**src/rtl/frogger_game_sequencer.sv**
```systemverilog
`default_nettype none
// ============================================================================
// Module   : frogger_game_sequencer
// Purpose  : Game-flow controller for Frogger_Game. Sequences start, play,
//            hit recovery, level-up and game over; owns lives, level and
//            score; configures the obstacle datapath (car enable / period)
//            and pulses a frog re-spawn request.
// Ports    : i_Clk, i_Rst_L (async active-low)
//            i_Start, i_Has_Collided, i_Frog_Reached_Top : level inputs,
//                rising edge acts as an event
//            o_State       : 0 IDLE, 1 PLAY, 2 HIT, 3 LEVEL_UP, 4 GAME_OVER
//            o_Frog_Reset  : one-cycle re-spawn pulse
//            o_Cars_Enable : high only in PLAY
//            o_Car_Period  : clocks per car step
//            o_Lives, o_Level, o_Score : game counters
// Revision : 1.0  initial release
// ============================================================================
module frogger_game_sequencer #(
    parameter int c_LIVES_INI   = 3,
    parameter int c_MAX_LEVEL   = 7,
    parameter int c_HOLD_CYCLES = 25_000_000,
    parameter int c_BASE_PERIOD = 500_000,
    parameter int c_PERIOD_STEP = 50_000,
    parameter int c_MIN_PERIOD  = 100_000,
    parameter int c_SCORE_MAX   = 99
) (
    input  logic        i_Clk,
    input  logic        i_Rst_L,
    input  logic        i_Start,
    input  logic        i_Has_Collided,
    input  logic        i_Frog_Reached_Top,
    output logic [2:0]  o_State,
    output logic        o_Frog_Reset,
    output logic        o_Cars_Enable,
    output logic [23:0] o_Car_Period,
    output logic [1:0]  o_Lives,
    output logic [2:0]  o_Level,
    output logic [6:0]  o_Score
);

    typedef enum logic [2:0] {
        ST_IDLE      = 3'd0,
        ST_PLAY      = 3'd1,
        ST_HIT       = 3'd2,
        ST_LEVEL_UP  = 3'd3,
        ST_GAME_OVER = 3'd4
    } state_t;

    localparam int              c_TW         = (c_HOLD_CYCLES > 2) ? $clog2(c_HOLD_CYCLES) : 1;
    localparam logic [c_TW-1:0] c_TIMER_LAST = c_TW'(c_HOLD_CYCLES - 1);

    state_t            state_q;
    logic [c_TW-1:0]   timer_q;
    logic              start_prev_q;
    logic              coll_prev_q;
    logic              top_prev_q;
    logic              frog_reset_q;
    logic              cars_enable_q;
    logic [23:0]       car_period_q;
    logic [1:0]        lives_q;
    logic [2:0]        level_q;
    logic [6:0]        score_q;

    logic              w_start_evt;
    logic              w_coll_evt;
    logic              w_top_evt;
    logic [24:0]       w_period_diff;
    logic [23:0]       w_period_d;

    assign w_start_evt = i_Start            & ~start_prev_q;
    assign w_coll_evt  = i_Has_Collided     & ~coll_prev_q;
    assign w_top_evt   = i_Frog_Reached_Top & ~top_prev_q;

    // Extra MSB makes a subtraction past zero show up as a set sign bit
    // instead of wrapping to a huge period.
    assign w_period_diff = {1'b0, car_period_q} - 25'(c_PERIOD_STEP);
    assign w_period_d    = (w_period_diff[24] || (w_period_diff < 25'(c_MIN_PERIOD)))
                           ? 24'(c_MIN_PERIOD) : w_period_diff[23:0];

    always_ff @(posedge i_Clk or negedge i_Rst_L) begin
        if (!i_Rst_L) begin
            state_q       <= ST_IDLE;
            timer_q       <= '0;
            start_prev_q  <= 1'b0;
            coll_prev_q   <= 1'b0;
            top_prev_q    <= 1'b0;
            frog_reset_q  <= 1'b0;
            cars_enable_q <= 1'b0;
            car_period_q  <= 24'(c_BASE_PERIOD);
            lives_q       <= 2'(c_LIVES_INI);
            level_q       <= 3'd0;
            score_q       <= 7'd0;
        end else begin
            start_prev_q <= i_Start;
            coll_prev_q  <= i_Has_Collided;
            top_prev_q   <= i_Frog_Reached_Top;
            frog_reset_q <= 1'b0;

            case (state_q)
                ST_IDLE: begin
                    cars_enable_q <= 1'b0;
                    if (w_start_evt) begin
                        state_q       <= ST_PLAY;
                        frog_reset_q  <= 1'b1;
                        cars_enable_q <= 1'b1;
                    end
                end

                ST_PLAY: begin
                    // Collision takes priority over reaching the goal row.
                    if (w_coll_evt) begin
                        cars_enable_q <= 1'b0;
                        timer_q       <= '0;
                        if (lives_q > 2'd1) begin
                            lives_q <= lives_q - 2'd1;
                            state_q <= ST_HIT;
                        end else begin
                            lives_q <= 2'd0;
                            state_q <= ST_GAME_OVER;
                        end
                    end else if (w_top_evt) begin
                        cars_enable_q <= 1'b0;
                        timer_q       <= '0;
                        state_q       <= ST_LEVEL_UP;
                        car_period_q  <= w_period_d;
                        if (score_q != 7'(c_SCORE_MAX)) score_q <= score_q + 7'd1;
                        if (level_q != 3'(c_MAX_LEVEL)) level_q <= level_q + 3'd1;
                    end
                end

                ST_HIT, ST_LEVEL_UP: begin
                    if (timer_q == c_TIMER_LAST) begin
                        timer_q       <= '0;
                        state_q       <= ST_PLAY;
                        frog_reset_q  <= 1'b1;
                        cars_enable_q <= 1'b1;
                    end else begin
                        timer_q <= timer_q + 1'b1;
                    end
                end

                ST_GAME_OVER: begin
                    cars_enable_q <= 1'b0;
                    if (w_start_evt) begin
                        lives_q       <= 2'(c_LIVES_INI);
                        level_q       <= 3'd0;
                        score_q       <= 7'd0;
                        car_period_q  <= 24'(c_BASE_PERIOD);
                        state_q       <= ST_PLAY;
                        frog_reset_q  <= 1'b1;
                        cars_enable_q <= 1'b1;
                    end
                end

                default: begin
                    state_q       <= ST_IDLE;
                    timer_q       <= '0;
                    cars_enable_q <= 1'b0;
                end
            endcase
        end
    end

    assign o_State       = state_q;
    assign o_Frog_Reset  = frog_reset_q;
    assign o_Cars_Enable = cars_enable_q;
    assign o_Car_Period  = car_period_q;
    assign o_Lives       = lives_q;
    assign o_Level       = level_q;
    assign o_Score       = score_q;

endmodule
`default_nettype wire

```
**config.mk**
```make
export PLATFORM = sky130hd
export DESIGN_NAME = frogger_game_sequencer
export DESIGN_NICKNAME = d
export VERILOG_FILES = /design/src/rtl/frogger_game_sequencer.sv
export SDC_FILE = /design/constraint.sdc
export NUM_CORES = 1
export LEC_CHECK = 0
export CORE_MARGIN = 2
export CORE_UTILIZATION = 56
export CTS_BUF_LIST = sky130_fd_sc_hd__clkbuf_16
export DETAILED_ROUTE_END_ITERATION = 7
export GPL_TIMING_DRIVEN = 0
export PLACE_DENSITY = 0.8
export SLEW_MARGIN = 20
export SYNTH_ARGS = -nofsm -noshare
export SYNTH_HDL_FRONTEND = slang
export SYNTH_SLANG_ARGS = --single-unit
```
**constraint.sdc**
```tcl
create_clock -name i_Clk -period 2.8 [get_ports i_Clk]
set_input_delay 0.28 -clock i_Clk [delete_from_list [all_inputs] [get_ports i_Clk]]
set_output_delay 0.28 -clock i_Clk [all_outputs]
set_load 0.005 [all_outputs]
```
==> results of run 1 <==
[worst max-delay path, stage by stage (launching register included)]
cell	delay, ps
dfstp_2	590
inv_1	60
ha_2	200
and2b_4	310
nor2_4	70
o311a_1	310
a21oi_2	190
a211oi_2	90
o21ai_4	280
buf_6	190
nand4_1	110
o211a_1	160
[state kept, by name, indices dropped and copies added, names as in the netlist]
| register | flops |
|---|---|
| coll_prev_q | 1 |
| o_Car_Period | 20 |
| o_Cars_Enable | 1 |
| o_Frog_Reset | 1 |
| o_Level | 3 |
| o_Lives | 2 |
| o_Score | 7 |
| o_State | 3 |
| start_prev_q | 1 |
| timer_q | 25 |
| top_prev_q | 1 |
[power breakdown]
| part | total (mW) | leakage [nW] | switching (mW) | internal [mW] |
|---|---|---|---|---|
| Clock | 0.985 | 0.134 | 0.397 | 0.588 |
| Sequential | 1.40 | 0.803 | 0.233 | 1.17 |
| Combinational | 1.80 | 1.12 | 0.949 | 0.847 |
[timing repair]
| action | CTS | global route |
|---|---|---|
| resized for setup | 2 | 14 |
| setup buffers | 0 | 1 |
| endpoints found under the hold margin | 4 | 0 |
| gates cloned | 0 | 0 |
| setup endpoints to repair | 9 | 27 |
| hold buffers | 1 | 0 |
| pin swaps | 0 | 2 |
[area by class of cell]
type | count | area (µm²)
Timing Repair Buffer | 44 | 452.9
Clock inverter | 7 | 38.79
Sequential cell | 65 | 1639
Fill cell | 506 | 1981
Multi-Input combinational cell | 331 | 2076
Clock buffer | 9 | 225.2
Inverter | 14 | 52.55
Buffer | 25 | 191.4
Tap cell | 80 | 100.1
[routing by layer]
layer	routed length [µm]	track usage, %	vias up
met1	4084	34.40	1695
li1	-	-	1651
met4	140	7.273	0
met3	708	6.066	24
met2	4298	36.78	152
met5	0	0	-
[worst paths after layout]
kind                                             start                      endpoint  cells after the start
hold reg to reg                 o_Lives[1]$_DFFE_PN1P_        o_Lives[1]$_DFFE_PN1P_                      2
hold / removal                                 i_Rst_L  o_Car_Period[14]$_DFFE_PN0P_                      2
min in group i_Clk                  i_Frog_Reached_Top          top_prev_q$_DFF_PN0_                      1
max in group asynchronous                      i_Rst_L        o_Lives[1]$_DFFE_PN1P_                      3
setup reg to reg           o_Car_Period[5]$_DFFE_PN1P_  o_Car_Period[10]$_DFFE_PN0P_                     11
setup / recovery           o_Car_Period[5]$_DFFE_PN1P_  o_Car_Period[10]$_DFFE_PN0P_                     11
[cells in the final DEF, fill, tap and decap left out, drive strengths merged, types with 5 or more instances in the layout]
cell type	instances
ha	5
nor2	49
nand2	44
xnor2	6
dfrtp	56
or3	6
nor3	11
clkinv	5
buf	18
clkbuf	18
xor2	18
dfstp	9
o31ai	6
a31oi	5
a21oi	16
inv	15
clkdlybuf4s50	40
nand2b	12
nand4	14
and3	13
nor4	6
nand3	21
o21ai	40
[kinds of logic after synthesis]
| logic type | synth area share [%] |
|---|---|
| other | 0.09631 |
| multiplexers | 0.5142 |
| adder cells (fa/ha/maj) | 1.607 |
| AO/OA/AOI/OAI | 17.19 |
| flip-flops | 42.06 |
| AND/OR/NAND/NOR | 26.90 |
| XOR/XNOR | 5.398 |
| buffers and inverters | 6.234 |
==> impl_metrics.json, run 1 <==
{
  "outcome": "finished, final reports clean",
  "placed_cell_area_mm2": 0.004441,
  "post-synth-top-area-cell": "dfrtp_1",
  "antenna_cells": 0,
  "grt.overflow.total": 0,
  "whs_ps": 340.3,
  "routed_via_density": 6.125,
  "critPathMaxFanout": 10,
  "leakage_nw": 2.056,
  "pre_cts_slack_ps": -65.08,
  "drv_cap": 0,
  "finalPower_mw": 4.187,
  "grt_pass1_wl_um": 14650,
  "final_util_pct": 70.69,
  "wl_per_cell_um": 16.06,
  "place_congestion": 0.9355,
  "die_y_um": 87.39,
  "synth_most_common_cell": "dfrtp_1",
  "synth_area_mm2": 0.003894,
  "vias": 3522,
  "ys_top_cells_by_area": "dfrtp_1 36%, dfstp_2 6.1%, nor2_1 4.4%",
  "die_x_um": 87.39,
  "core_area_mm2": 0.006756,
  "fin_cells": 575,
  "path_class": "reg -> reg",
  "yosysWarnings": 0,
  "cts_num_sinks": 65,
  "cts_tree": "built",
  "grt_usage_pct": 24.28,
  "crit_required_ps": 3010,
  "regToRegSetupSlack_ps": 120,
  "post-route-period-util_pct": 95.89,
  "first_pass_iters": 5,
  "finalHoldViolCount": 0,
  "dp.cells": 557,
  "start_util_pct": 57.63,
  "clk_path_buf_depth": 2,
  "synth_enable_flop_cells": 0,
  "setup_tns_ps": 0,
  "rsz0062_at_grt": "yes",
  "synthTopCellsByCount": "56 x dfrtp_1, 46 x nor2_1, 44 x nand2_1",
  "final_area_mm2": 0.004776,
  "htreeDepth": 3,
  "grt_max_degree": 56,
  "yosys.cell_types.count": 72,
  "vdd_ir_drop_max_uv": 586.1,
  "final_max_slew_viol_count": 0,
  "drt_iter0_markers": 377,
  "p_per_area_mw_per_mm2": 876.6,
  "hold_path.class": "in -> async",
  "wirelength_um": 9232,
  "clock_skew_ps": 6.914,
  "path_clk_slew_ps": 60,
  "layout_setup_ws_ps": 115.2,
  "cp-end-kind": "flop",
  "syn_inst": 432,
  "antenna_found_initial": 0,
  "synth_ff_type": "dfrtp_1",
  "num_rows": 30,
  "die_area_mm2": 0.007636,
  "grt_pass1_vias": 3156,
  "async_flop_share_pct": 100.0,
  "synth-seq-area-share_pct": 42.06,
  "fin_nets": 500,
  "setup_violations": 0,
  "synth_top_area_share_pct": 35.99,
  "dpl.hpwl_um": 6345,
  "period_minus_slack_ps": 2685,
  "ys_seq_elements": 65,
  "syn_area_per_cell_um2": 9.013,
  "syn2layout_area_growth_pct": 22.65,
  "cp.arrival_ps": 2890,
  "pin_count": 46,
  "tightest_slew_ps": 688.9,
  "maxSlewHeadroom_pct": 53.65,
  "portBuffers": 41,
  "start_kind": "flop",
  "antenna_left": 0,
  "clk_latency_ps": 320,
  "drc_errors": 0,
  "cts_root_buf": "clkbuf_16",
  "drive_above_1_share_pct": 15.76,
  "fmax_ghz": 0.3725,
  "cts_made_buffers": 9
}
Power figures use the tool's default switching activity.
==> run 2, diff against run 1 <==
- CORE_MARGIN: 2 -> unset
==> run 2 against run 1 <==
  * Clock-buffer cell count unchanged
  * Critical endpoint unchanged
  * Non-clock buffer count down 1
  * Global-route usage up 3.5 points
  * Cell count down 0.17%
  * Largest cell class unchanged
  * Sequential share of layout area about the same
  * Via count down 1.1%
==> impl_metrics.json, run 2 (same netlist as run 1, synthesis figures left out) <==
{
  "outcome": "finished, final reports clean",
  "cp.arrival_ps": 2920,
  "start_kind": "flop",
  "drt_iter0_markers": 296,
  "grt_max_degree": 57,
  "cts_root_buf": "clkbuf_16",
  "largest_reg_flops": 25,
  "setup_tns_ps": 0,
  "drc_errors": 0,
  "grt_pass1_vias": 3271,
  "regMostFlops": "timer_q",
  "hold_path.class": "in -> async",
  "grt.overflow.total": 0,
  "layout_commonest_cell": "dfrtp_1",
  "top_usage_layer": "met2",
  "reg2reg_to": "o_Car_Period[10]$_DFFE_PN0P_",
  "start_util_pct": 57.63,
  "drv_cap": 0,
  "fmax_ghz": 0.3702,
  "setup_violations": 0,
  "cts_made_buffers": 9,
  "whs_ps": 333.2,
  "vias": 3485,
  "dpl.hpwl_um": 6366,
  "globalRouteMet1Util_pct": 37.87,
  "clock_skew_ps": 4.568,
  "vdd_ir_drop_max_uv": 592.6,
  "pin_count": 46,
  "drive_above_1_share_pct": 14.98,
  "wirelength_um": 9456,
  "grt_usage_pct": 27.80,
  "path_clk_slew_ps": 60,
  "dp.cells": 557,
  "tightest_slew_ps": 655.7,
  "fin_cells": 574,
  "cts_tree": "built",
  "grtUsageMet3_pct": 7.490,
  "die_area_mm2": 0.007291,
  "p_per_area_mw_per_mm2": 890.7,
  "finalPower_mw": 4.250,
  "routed_via_density": 6.071,
  "cts_num_sinks": 65,
  "antenna_found_initial": 0,
  "antenna_cells": 0,
  "cp-end-kind": "flop",
  "finalHoldViolCount": 0,
  "rsz0062_at_grt": "no",
  "die_y_um": 85.39,
  "r2r_cells": 10,
  "clk_path_buf_depth": 2,
  "num_rows": 30,
  "final_cell_mix": "55 x dfrtp_1, 45 x nor2_1, 44 x nand2_1",
  "final_util_pct": 70.61,
  "period_minus_slack_ps": 2702,
  "path_class": "reg -> reg",
  "syn2layout_area_growth_pct": 22.53,
  "core_area_mm2": 0.006756,
  "post-route-period-util_pct": 96.48,
  "first_pass_iters": 5,
  "use_met2_pct": 43.91,
  "critPathMaxFanout": 9,
  "maxSlewHeadroom_pct": 55.89,
  "htreeDepth": 3,
  "crit_required_ps": 3010,
  "fin_nets": 499,
  "final_max_slew_viol_count": 0,
  "grt_pass1_wl_um": 15770,
  "portBuffers": 41,
  "regToRegSetupSlack_ps": 100,
  "antenna_left": 0,
  "place_congestion": 0.8869,
  "die_x_um": 85.39,
  "r2r-start": "o_Car_Period[5]$_DFFE_PN1P_",
  "leakage_nw": 2.055,
  "clk_latency_ps": 330,
  "wl_per_cell_um": 16.47
}
run 2: layout make-up:
class	instances	area [µm²]
plain buffers	24	187.7
clock buffers	9	225.2
clock inverters	7	61.31
fillers	499	1986
inverters	14	52.55
multi-input cells	331	2052
flip-flops and latches	65	1639
well taps	80	100.1
repair buffers	44	452.9
run 2: through the flow:
step / worst slack [ps] / cell area [µm²]
5_1_grt: 13.84 / 4771
6_report: 98.43 / 4771
2_1_floorplan: 269.8 / 3905
3_3_place_gp: -751.0 / 4415
3_5_place_dp: -70.41 / 4441
4_1_cts: 0.3852 / 4741
run 2: repair_timing:
item                                    in CTS  in global routing
endpoints found under the setup margin      19                 28
hold endpoints to repair                     5                  0
cloned                                       0                  0
hold buffers                                 1                  0
resized for setup                            3                  6
buffers inserted                             0                  1
run 2: worst max-delay path by stage:
stage	startpoint	to	slack (ps)
3_5_place_dp	o_Car_Period[4]$_DFFE_PN0P_	o_Car_Period[14]$_DFFE_PN0P_	-70
6_report	o_Car_Period[5]$_DFFE_PN1P_	o_Car_Period[10]$_DFFE_PN0P_	100
2_1_floorplan	o_Car_Period[5]$_DFFE_PN1P_	o_Car_Period[14]$_DFFE_PN0P_	270
3_3_place_gp	i_Rst_L	o_Score[6]$_DFFE_PN0P_	-750
5_1_grt	o_Car_Period[5]$_DFFE_PN1P_	o_Car_Period[10]$_DFFE_PN0P_	10
4_1_cts	o_Car_Period[5]$_DFFE_PN1P_	o_Car_Period[14]$_DFFE_PN0P_	0.4
run 2: worst max-delay path, stage by stage, from the launching register on:
cell and delay, ps:
dfstp_2 530, inv_1 40, ha_1 230, and2b_4 330
o21a_1 230, o21bai_2 150, and3_1 200, buf_2 150
nor2_2 410, nand4_1 160, o211a_1 150
run 2: power by group:
| part | internal, mW | switching, mW | leakage (nW) | total (mW) |
|---|---|---|---|---|
| logic | 0.825 | 0.949 | 1.12 | 1.77 |
| clock network | 0.677 | 0.404 | 0.134 | 1.08 |
| registers | 1.17 | 0.225 | 0.803 | 1.40 |
| total | 2.67 | 1.58 | 2.05 | 4.25 |
run 2: layer usage:
layer	part of all wire (%)	wire length [µm]	vias up
li1	-	-	1653
met1	45	4276	1703
met5	0	0	-
met2	48	4503	116
met3	5.5	523	13
met4	1.6	154	0
==> run 3, diff against run 2 <==
- CORE_ASPECT_RATIO: unset -> 1.2
- clock period: 2.8 -> 2.9 ns (I/O delays scaled with it)
==> run 3 against run 2 <==
  * Non-clock buffer count is the same
  * Setup slack improved by 31 ps
  * Clock skew hardly changed
  * Die area about the same
  * Clock-buffer cell count unchanged
  * Register-to-register slack gained 30 ps
  * Global-route usage is 0.47 points lower
  * Worst hold slack better by 22 ps
  * Critical path depth is 1 higher
  * Clock power shrank 5%
  * Utilization rose by 1.8 points
  * Combinational power down 5%
  * Largest power group unchanged
  * Highest routed layer unchanged
==> impl_metrics.json, run 3 (same netlist as run 1, synthesis figures left out) <==
{
  "cts_root_buf": "clkbuf_16",
  "start_util_pct": 59.30,
  "grt.overflow.total": 0,
  "clk_latency_ps": 330,
  "htreeDepth": 3,
  "first_pass_iters": 5,
  "final_cell_mix": "56 x dfrtp_1, 45 x nor2_1, 44 x nand2_1",
  "r2r_cells": 11,
  "finalPower_mw": 4.065,
  "outcome": "finished, final reports clean",
  "nFillCells": 517,
  "drv_cap": 0,
  "grt_usage_pct": 27.33,
  "setup_tns_ps": 0,
  "vdd_ir_drop_max_uv": 501.7,
  "grt_max_degree": 53,
  "path_clk_slew_ps": 50,
  "layout_commonest_cell": "dfrtp_1",
  "hold_path.class": "in -> async",
  "crit_required_ps": 3150,
  "cts_setup_buffers": 0,
  "placed_cell_area_mm2": 0.004447,
  "cts_made_buffers": 9,
  "final_area_mm2": 0.004753,
  "antenna_left": 0,
  "cts_num_sinks": 65,
  "critPathMaxFanout": 9,
  "regMostFlops": "timer_q",
  "antenna_cells": 0,
  "final_max_slew_viol_count": 0,
  "dpl.hpwl_um": 6506,
  "dp.cells": 562,
  "final_util_pct": 72.39,
  "pin_count": 46,
  "multi_input_comb_area_mm2": 0.002043,
  "cp.arrival_ps": 3020,
  "switching_share_pct": 36.77,
  "grt_pass1_wl_um": 15440,
  "die_y_um": 93.35,
  "num_rows": 32,
  "vias": 3522,
  "wl_per_cell_um": 16.29,
  "internal_power_mw": 2.570,
  "place_congestion": 0.9199,
  "power_frac_comb_pct": 41.5,
  "start_kind": "flop",
  "fmax_ghz": 0.3609,
  "die_area_mm2": 0.007292,
  "p_per_area_mw_per_mm2": 855.1,
  "tightest_slew_ps": 580.9,
  "cts_tree": "built",
  "cp-end-kind": "flop",
  "fin_nets": 499,
  "die_x_um": 78.12,
  "largest_reg_flops": 25,
  "clock_skew_ps": 4.177,
  "antenna_found_initial": 0,
  "drive_above_1_share_pct": 14.40,
  "setup_violations": 0,
  "finalHoldViolCount": 0,
  "wirelength_um": 9415,
  "period_minus_slack_ps": 2771,
  "grt_pass1_vias": 3332,
  "layout_setup_ws_ps": 129.1,
  "fin_cells": 578,
  "switching_power_mw": 1.495,
  "path_class": "reg -> reg",
  "seqPwrFrac_pct": 33.2,
  "seq_area_mm2": 0.001638,
  "core_area_mm2": 0.006566,
  "portBuffers": 41,
  "maxSlewHeadroom_pct": 60.98,
  "syn2layout_area_growth_pct": 22.08,
  "drc_errors": 0,
  "clkPwrFrac_pct": 25.3,
  "routed_via_density": 6.093,
  "whs_ps": 355.0,
  "drt_iter0_markers": 228,
  "post-route-period-util_pct": 95.55,
  "leakage_nw": 2.060,
  "pre_cts_slack_ps": 40.72,
  "clk_path_buf_depth": 2
}
==> run 3: cell types whose count changed in the layout (fill, tap and decap cells not counted), sizes merged <==
cell	before	now
clkinvlp	2	0
inv	14	15
clkbuf	17	18
buf	18	17
==> run 3: power groups by stage <==
stage | combinational, mW | clock [mW] | sequential [mW]
floorplan | 1.03 | 0 | 1.33
global placement | 1.60 | 0 | 1.35
detailed placement | 1.63 | 0 | 1.36
CTS | 1.65 | 1.04 | 1.35
global route | 1.85 | 1.09 | 1.38
finish | 1.69 | 1.03 | 1.35
==> run 3: layout make-up <==
class | instances | area share [%]
Sequential cell | 65 | 34.46
Buffer | 25 | 4.027
Timing Repair Buffer | 43 | 9.371
Clock inverter | 6 | 1.079
Multi-Input combinational cell | 331 | 42.98
Tap cell | 85 | 2.237
Clock buffer | 9 | 4.738
Inverter | 14 | 1.106
==> run 3: worst paths after layout <==
kind                                             start                            to  slack [ps]
setup / recovery           o_Car_Period[5]$_DFFE_PN1P_  o_Car_Period[16]$_DFFE_PN1P_         130
hold / removal                                 i_Rst_L  o_Car_Period[19]$_DFFE_PN0P_         360
setup reg to reg           o_Car_Period[5]$_DFFE_PN1P_  o_Car_Period[16]$_DFFE_PN1P_         130
hold reg to reg                 o_Lives[1]$_DFFE_PN1P_        o_Lives[1]$_DFFE_PN1P_         490
max in group asynchronous                      i_Rst_L        o_Lives[0]$_DFFE_PN1P_        1970
min in group i_Clk                  i_Frog_Reached_Top          top_prev_q$_DFF_PN0_         430
==> run 3: critical path: stages, from the launching register on <==
cell	delay (ps)
dfstp_2	620
inv_1	60
ha_1	240
and2b_4	320
o21a_2	200
o21bai_2	140
and3_1	200
buf_2	150
nor2_2	390
nand4_1	180
a21boi_1	150
a21oi_1	60
==> run 3: layer usage <==
layer  share of wire (%)  up-vias  GRT usage (%)
li1                    -     1650              -
met1                  41     1726          32.57
met2                  52      123          47.22
met3                 4.5       23          4.878
met4                 2.8        0          13.58
met5                   0        -              0
==> run 3: what timing repair did <==
| item | in CTS | in global routing |
|---|---|---|
| pin swaps | 0 | 2 |
| endpoints found under the hold margin | 7 | 0 |
| setup endpoints to repair | 5 | 27 |
| hold buffers | 1 | 0 |
| resized for setup | 1 | 7 |
